File: src/rtl/cacheline_adapter.sv
// cacheline_adapter
//   Memory-side responder for the L2 physical-memory port. It takes one
//   s_line-bit read or write from the L2 and runs it as a burst of
//   s_line/s_burst beats of s_burst bits to main memory. Read beats are
//   assembled into line_rdata. Completion is a single-cycle line_resp.
//
// Ports
//   clk, rst              rising-edge clock, async active-high reset
//   line_read/line_write  L2 request strobes, held until line_resp
//   line_address          line address from L2
//   line_wdata            writeback line
//   line_rdata            assembled fill line
//   line_resp             one-cycle completion pulse
//   burst_read/write      memory strobes, high for the whole burst
//   burst_address         latched line address, offset bits cleared
//   burst_wdata           current write beat
//   burst_rdata           current read beat from memory
//   burst_resp            memory accepts/returns one beat this cycle
module cacheline_adapter #(
  parameter int s_line   = 256,
  parameter int s_burst  = 64,
  parameter int s_offset = 5
) (
  input  logic                clk,
  input  logic                rst,
  input  logic                line_read,
  input  logic                line_write,
  input  logic [31:0]         line_address,
  input  logic [s_line-1:0]   line_wdata,
  output logic [s_line-1:0]   line_rdata,
  output logic                line_resp,
  output logic                burst_read,
  output logic                burst_write,
  output logic [31:0]         burst_address,
  output logic [s_burst-1:0]  burst_wdata,
  input  logic [s_burst-1:0]  burst_rdata,
  input  logic                burst_resp
);

  localparam int BEATS = s_line / s_burst;
  localparam int CW    = $clog2(BEATS);
  localparam logic [31:0] OFS_MASK = (32'd1 << s_offset) - 32'd1;
  localparam logic [CW-1:0] LAST = CW'(BEATS - 1);

  typedef enum logic [1:0] {IDLE, READ, WRITE, DONE} state_t;

  state_t state, state_n;
  logic [CW-1:0] cnt;
  logic [31:0] addr_q;
  logic [BEATS-1:0][s_burst-1:0] wline, rline;

  wire beat = burst_resp && (state == READ || state == WRITE);

  // Next-state logic; a writeback wins over a fill when both are asked for.
  always_comb begin
    state_n = state;
    case (state)
      IDLE:    if (line_write)     state_n = WRITE;
               else if (line_read) state_n = READ;
      READ:    if (burst_resp && cnt == LAST) state_n = DONE;
      WRITE:   if (burst_resp && cnt == LAST) state_n = DONE;
      DONE:    state_n = IDLE;
      default: state_n = IDLE;
    endcase
  end

  always_ff @(posedge clk or posedge rst) begin
    if (rst) state <= IDLE;
    else     state <= state_n;
  end

  // Beat counter wraps naturally on the last beat; DONE forces it home.
  always_ff @(posedge clk or posedge rst) begin
    if (rst)                cnt <= '0;
    else if (beat)          cnt <= cnt + 1'b1;
    else if (state == DONE) cnt <= '0;
  end

  // Request latches: sampled only in IDLE so later L2 changes are ignored.
  always_ff @(posedge clk or posedge rst) begin
    if (rst) begin
      addr_q <= '0;
      wline  <= '0;
    end else if (state == IDLE && (line_write || line_read)) begin
      addr_q <= line_address & ~OFS_MASK;
      if (line_write) wline <= line_wdata;
    end
  end

  // Read assembly: only the addressed beat slot is written, the rest of
  // the previous line is held.
  always_ff @(posedge clk or posedge rst) begin
    if (rst) rline <= '0;
    else if (state == READ && burst_resp) begin
      for (int b = 0; b < BEATS; b++)
        if (cnt == CW'(b)) rline[b] <= burst_rdata;
    end
  end

  assign line_rdata    = rline;
  assign line_resp     = (state == DONE);
  assign burst_read    = (state == READ);
  assign burst_write   = (state == WRITE);
  assign burst_address = addr_q;
  assign burst_wdata   = (state == WRITE) ? wline[cnt] : '0;

endmodule

File: config.mk
export PLATFORM = sky130hd
export DESIGN_NAME = cacheline_adapter
export DESIGN_NICKNAME = d
export VERILOG_FILES = /design/src/rtl/cacheline_adapter.sv
export SDC_FILE = /design/constraint.sdc
export NUM_CORES = 1
export LEC_CHECK = 0
export ABC_AREA = 1
export CAP_MARGIN = 10
export CORE_ASPECT_RATIO = 0.8
export CORE_MARGIN = 2
export CORE_UTILIZATION = 30
export CTS_CLUSTER_DIAMETER = 50
export DETAILED_ROUTE_END_ITERATION = 6
export GPL_TIMING_DRIVEN = 0
export SLEW_MARGIN = 20
export SYNTH_ARGS = -nofsm -noshare
export SYNTH_HDL_FRONTEND = slang
export SYNTH_SLANG_ARGS = --single-unit
File: constraint.sdc
create_clock -name clk -period 39.1 [get_ports clk]
set_input_delay 7.82 -clock clk [delete_from_list [all_inputs] [get_ports clk]]
set_output_delay 7.82 -clock clk [all_outputs]
set_load 0.1 [all_outputs]
## Yosys cells after proc, flatten, opt, wreduce, memory -nomap -nowiden

Index checks and enable logic that the tools add are counted.

- Register bits: 543
- Bits of input ports: 357
- Output and inout bits: 355
- Word-level logic and storage cells: 46

- Add/subtract/negate cells: 1
- Magnitude comparators: 1
- Equality and inequality tests: 8
- Multiplexer cells: 9
- Reduce and logical (&&, ||, !) cells: 16

Operators with widths:

| cell | number |
|---|---|
| $bmux 64 s2 | 1 |
| $mux 64 | 2 |
| $reduce_and 2->1 | 6 |
| $mux 2 | 5 |
| $eq 2x2->1 const B | 4 |
| $pmux 2 s3 | 1 |
| $eq 2x1->1 const B | 2 |
| $logic_and 1x1->1 | 4 |
| $logic_not 2->1 | 2 |
| $lt 2x3->1 const B | 1 |
| $ne 3x3->1 const B | 1 |
| $add 2x1->2 const B | 1 |
| $logic_or 1x1->1 | 2 |
| $ne 2x1->1 const B | 1 |
| $reduce_bool 2->1 | 1 |
| $reduce_or 2->1 | 1 |

## Longest topological paths before layout

- Word-level depth: 4
- Depth in mapped cells: 9
- Depth with buffers taken out: 7

## Least setup slack after synthesis

OpenSTA, ideal clock, no wires.

- Path kind: register -> output
- From: reg state[0]
- To: out burst_wdata[0]
- Data arrival time: 2.406 ns
- Data required time: 31.280 ns
- Slack: 28.874 ns
- Cell stages (with the launch flop): 6
- Path buffers: 1
- Path through: dfrtp_1 inv_1 ha_1 inv_2 clkbuf_1 a21oi_1

- Longest elaborated chain between the ends: 2

RTL lines:

| item | RTL line | source |
|---|---|---|
| start, declared | 47 | `state_t state, state_n;` |
| start signal, assigned | 69 | `else state <= state_n;` |
| $eq 2x2->1 | 105 | `assign burst_wdata = (state == WRITE) ? wline[cnt] : '0;` |
| $mux 64 | 105 |  |
| end, declared | 35 | `output logic [s_burst-1:0] burst_wdata,` |

No other way between the ends.

## Worst setup path after layout

- From: reg state[0]
- To: out burst_wdata[60]

Same word-level chain as after synthesis.

==> run summary <==
### Clock tree
• **# resized after CTS** 0
• **number of buffers added to fix hold violations after cts** 0
• **CTS clk-pin slew, worst paths** 0.06 ns
• **insertion delay to the later sink of the worst-skew pair** 0.61 ns
• **Num CTS Buffers** 69
• **CTS sink cnt** 543
• **number of buffers on the longest clock path** 3
• **maximum level of the CTS H-tree** 3
• **clock tree from TritonCTS** built
• **number of setup buffers added after CTS** 0
• **clock tree root buffer cell** sky130_fd_sc_hd__clkbuf_16

### Yosys
• **unique cell type count in the Yosys netlist** 18
• **proportion of synthesized area in mux cells** 0
• **combinational family with the most area after synthesis** simple AND/OR/NAND/NOR gates
• **most area-consuming cells after synthesis** sky130_fd_sc_hd__dfrtp_1 58%, sky130_fd_sc_hd__nand2_1 9.3%, sky130_fd_sc_hd__a21oi_1 6.9%
• **Compound-Gate Fraction of Synth Area** 0.137
• **async set or reset register ratio after synthesis** 1.00
• **post-synth top area cell** sky130_fd_sc_hd__dfrtp_1
• **fraction of the mapped netlist area in adder cells** 0.00538
• **synthesized-area fraction occupied by and/or/nand/nor cells** 0.171
• **number of flops mapped to enable cells by yosys** 0
• **Post-Syn Area** 23300 um^2
• **Synth Flop Type** sky130_fd_sc_hd__dfrtp_1
• **Seq/Total Area, Yosys** 0.584
• **cell count after synthesis** 2636
• **Yosys top cell area share** 0.584
• **post-synthesis average cell area** 8.83 um^2
• **total number of yosys warnings** 0
• **register bit total from synthesis** 543
• **xor and xnor fraction of the mapped netlist area** 0

### Global route
• **GR met2 Demand/Resource** 0.361
• **met3 routing resource usage after global routing** 0.0724
• **largest net degree at the start of global routing** 101
• **global-route wire length before repair** 131000 um
• **total global-route track usage** 0.219
• **GR Overflow Total** 0
• **global-route met1 utilization** 0.270
• **antenna violations before repair** 24
• **number of global-route vias before repair** 20900
• **busiest metal layer after global routing** met2

### Critical path
• **required time worst endpoint** 31.28 ns
• **nature of the critical path endpoint** output pin
• **reg-to-reg critical path endpoint** line_rdata[9]
• **critical setup path kind** reg -> out
• **worst r2r path cells** 9
• **launching element type of the critical path** flop
• **WP data arrival** 3.75 ns
• **Critical Path Stages** 6
• **family with the most delay on the worst path** buffers and inverters
• **Worst Path Max Fanout** 10
• **source of the worst register-to-register timing path** cnt[0]
• **Critical path origin** state[0]
• **capturing element of the worst setup path** burst_wdata[60]
• **Crit path largest cell delay** 1.23 ns
• **Buf/Inv on CP** 4
• **critical path's slowest cell** sky130_fd_sc_hd__clkdlybuf4s50_1
• **cells along the critical path** inv_1 -> ha_1 -> inv_2 -> clkbuf_1 -> a21oi_1 -> clkdlybuf4s50_1
• **internal reg-to-reg setup slack** 36.83 ns

### Finish
• **post-layout net count** 3785
• **final-layout fill cell count** 7712
• **register cell area after layout** 13600 um^2
• **proportion of layout cells with a drive suffix above 1** 0.104
• **multi-input combinational cell area** 7300 um^2
• **post-synthesis to final-layout area growth** 46.7%

### Floorplanning
• **overall die area** 79800 um^2
• **starting density of the core** 0.302
• **Core Box Area** 77000 um^2
• **die width** 315 um
• **I/O pin count** 712
• **Vert. Die Dim** 253 um
• **Site Rows** 91

### Route
• **drt via density** 4.60
• **number of DRC markers in iteration 0** 1371
• **overall routed net length** 89300 um
• **detailed-route wire length per cell** 19.8 um
• **count of nets left with antenna violations after detail routing** 0
• **vias after detailed routing** 20700
• **Pre-Repair DR Iteration Count** 5
• **DRC Markers** 0

### Timing
• **Slew Limit Headroom** 0.257
• **Period Utilization, post-route** 0.296
• **setup-violating endpoint count in the final report** 0
• **RSZ-0062 raised after global routing** no
• **Hold Violations, Final** 0
• **Worst Skew** 0.0232 ns
• **max frequency** 0.0865 GHz
• **worst slew pin tran** 1.11 ns
• **final period demand of the worst path** 11.57 ns
• **Setup WS post-layout** 27.53 ns
• **Final Slew Violations** 0
• **TNS Setup** 0 ns

### Hold path
• **type of the most critical hold path** reg -> reg
• **hold_sp** burst_address[15]
• **depth of the worst hold-timing path** 2

### Placement
• **worst slack after detailed placement** 28.05 ns
• **global placer's final weighted congestion** 0.893
• **number of port buffers** 701
• **Detail Placement HPWL** 67900 um

### Job
• **max cap viols** 0

### Outcome
• **outcome** finished clean

[layout make-up]
cell class	count	share of cell area
Sequential cell	543	0.398
Multi-Input combinational cell	1594	0.214
Timing Repair Buffer	707	0.210
Clock buffer	93	0.0577
Tap cell	1023	0.0375
Inverter	331	0.0366
Buffer	172	0.0337
Clock inverter	31	0.0119
Antenna cell	8	0.000586
[worst min-delay path by stage]
stage	slack [ns]	endpoint
after floorplan	0.48	wline[191]
after global placement	0.45	burst_address[27]
after detailed placement	0.46	burst_address[12]
after CTS	0.47	burst_address[12]
after global routing	0.49	burst_address[25]
final	0.47	burst_address[15]
[cell families after synthesis]
family                   after synthesis
other                                  1
flip-flops                           543
AND/OR/NAND/NOR                      999
buffers and inverters                503
AO/OA/AOI/OAI                        580
adder cells (fa/ha/maj)               10
[worst register-to-register path, cell delays in order (launching register included)]
cell                      delay, ns
sky130_fd_sc_hd__dfrtp_1       0.47
sky130_fd_sc_hd__inv_2         0.18
sky130_fd_sc_hd__buf_2         0.31
sky130_fd_sc_hd__buf_2         0.35
sky130_fd_sc_hd__ha_1          0.23
sky130_fd_sc_hd__nand3_2       0.11
sky130_fd_sc_hd__buf_4         0.22
sky130_fd_sc_hd__buf_6         0.17
sky130_fd_sc_hd__nand2_1       0.07
sky130_fd_sc_hd__o21ai_2       0.05
[registers in the layout (all words and copies together), names as in the netlist]
signal	count
state	2
line_rdata	256
wline	256
cnt	2
burst_address	27
[Yosys cell counts, types with 10 or more instances]
cell,number
sky130_fd_sc_hd__a21oi_1,320
sky130_fd_sc_hd__buf_2,101
sky130_fd_sc_hd__buf_6,46
sky130_fd_sc_hd__clkbuf_1,16
sky130_fd_sc_hd__dfrtp_1,543
sky130_fd_sc_hd__ha_1,10
sky130_fd_sc_hd__inv_1,329
sky130_fd_sc_hd__nand2_1,578
sky130_fd_sc_hd__nand3_1,158
sky130_fd_sc_hd__nor2_1,256
sky130_fd_sc_hd__o21ai_1,182
sky130_fd_sc_hd__o21ai_2,74
[placed cells by master (no fill, tap or decap), types with 9 or more instances in the layout]
cell type                         instances
sky130_fd_sc_hd__a21oi_1                320
sky130_fd_sc_hd__buf_2                  102
sky130_fd_sc_hd__buf_4                    9
sky130_fd_sc_hd__buf_6                   46
sky130_fd_sc_hd__clkbuf_1                27
sky130_fd_sc_hd__clkbuf_16               71
sky130_fd_sc_hd__clkbuf_8                11
sky130_fd_sc_hd__clkdlybuf4s50_1        700
sky130_fd_sc_hd__dfrtp_1                543
sky130_fd_sc_hd__ha_1                    10
sky130_fd_sc_hd__inv_1                  328
sky130_fd_sc_hd__nand2_1                578
sky130_fd_sc_hd__nand3_1                158
sky130_fd_sc_hd__nor2_1                 256
sky130_fd_sc_hd__o21ai_1                182
sky130_fd_sc_hd__o21ai_2                 74
[through the flow]
stage | util | std cells | hold slack (ns) | area [um^2]
CTS | 0.443 | 4494 | 0.471 | 34100
global placement | 0.410 | 4364 | 0.455 | 31600
floorplan | - | 2640 | 0.481 | 23300
finish | 0.444 | 4502 | 0.467 | 34100
global route | 0.443 | 4497 | 0.490 | 34100
detailed placement | 0.413 | 4370 | 0.458 | 31800
[metal layers]
metal | wire length (um) | up-vias | share of wire
met4 | 2450 | 28 | 0.027
met2 | 42500 | 714 | 0.48
li1 | - | 9900 | -
met5 | 188 | - | 0.0021
met3 | 7540 | 160 | 0.085
met1 | 36600 | 9925 | 0.41
Power is not shown: default switching activity piles up to over one toggle a cycle in this logic, so the estimate is an artifact.
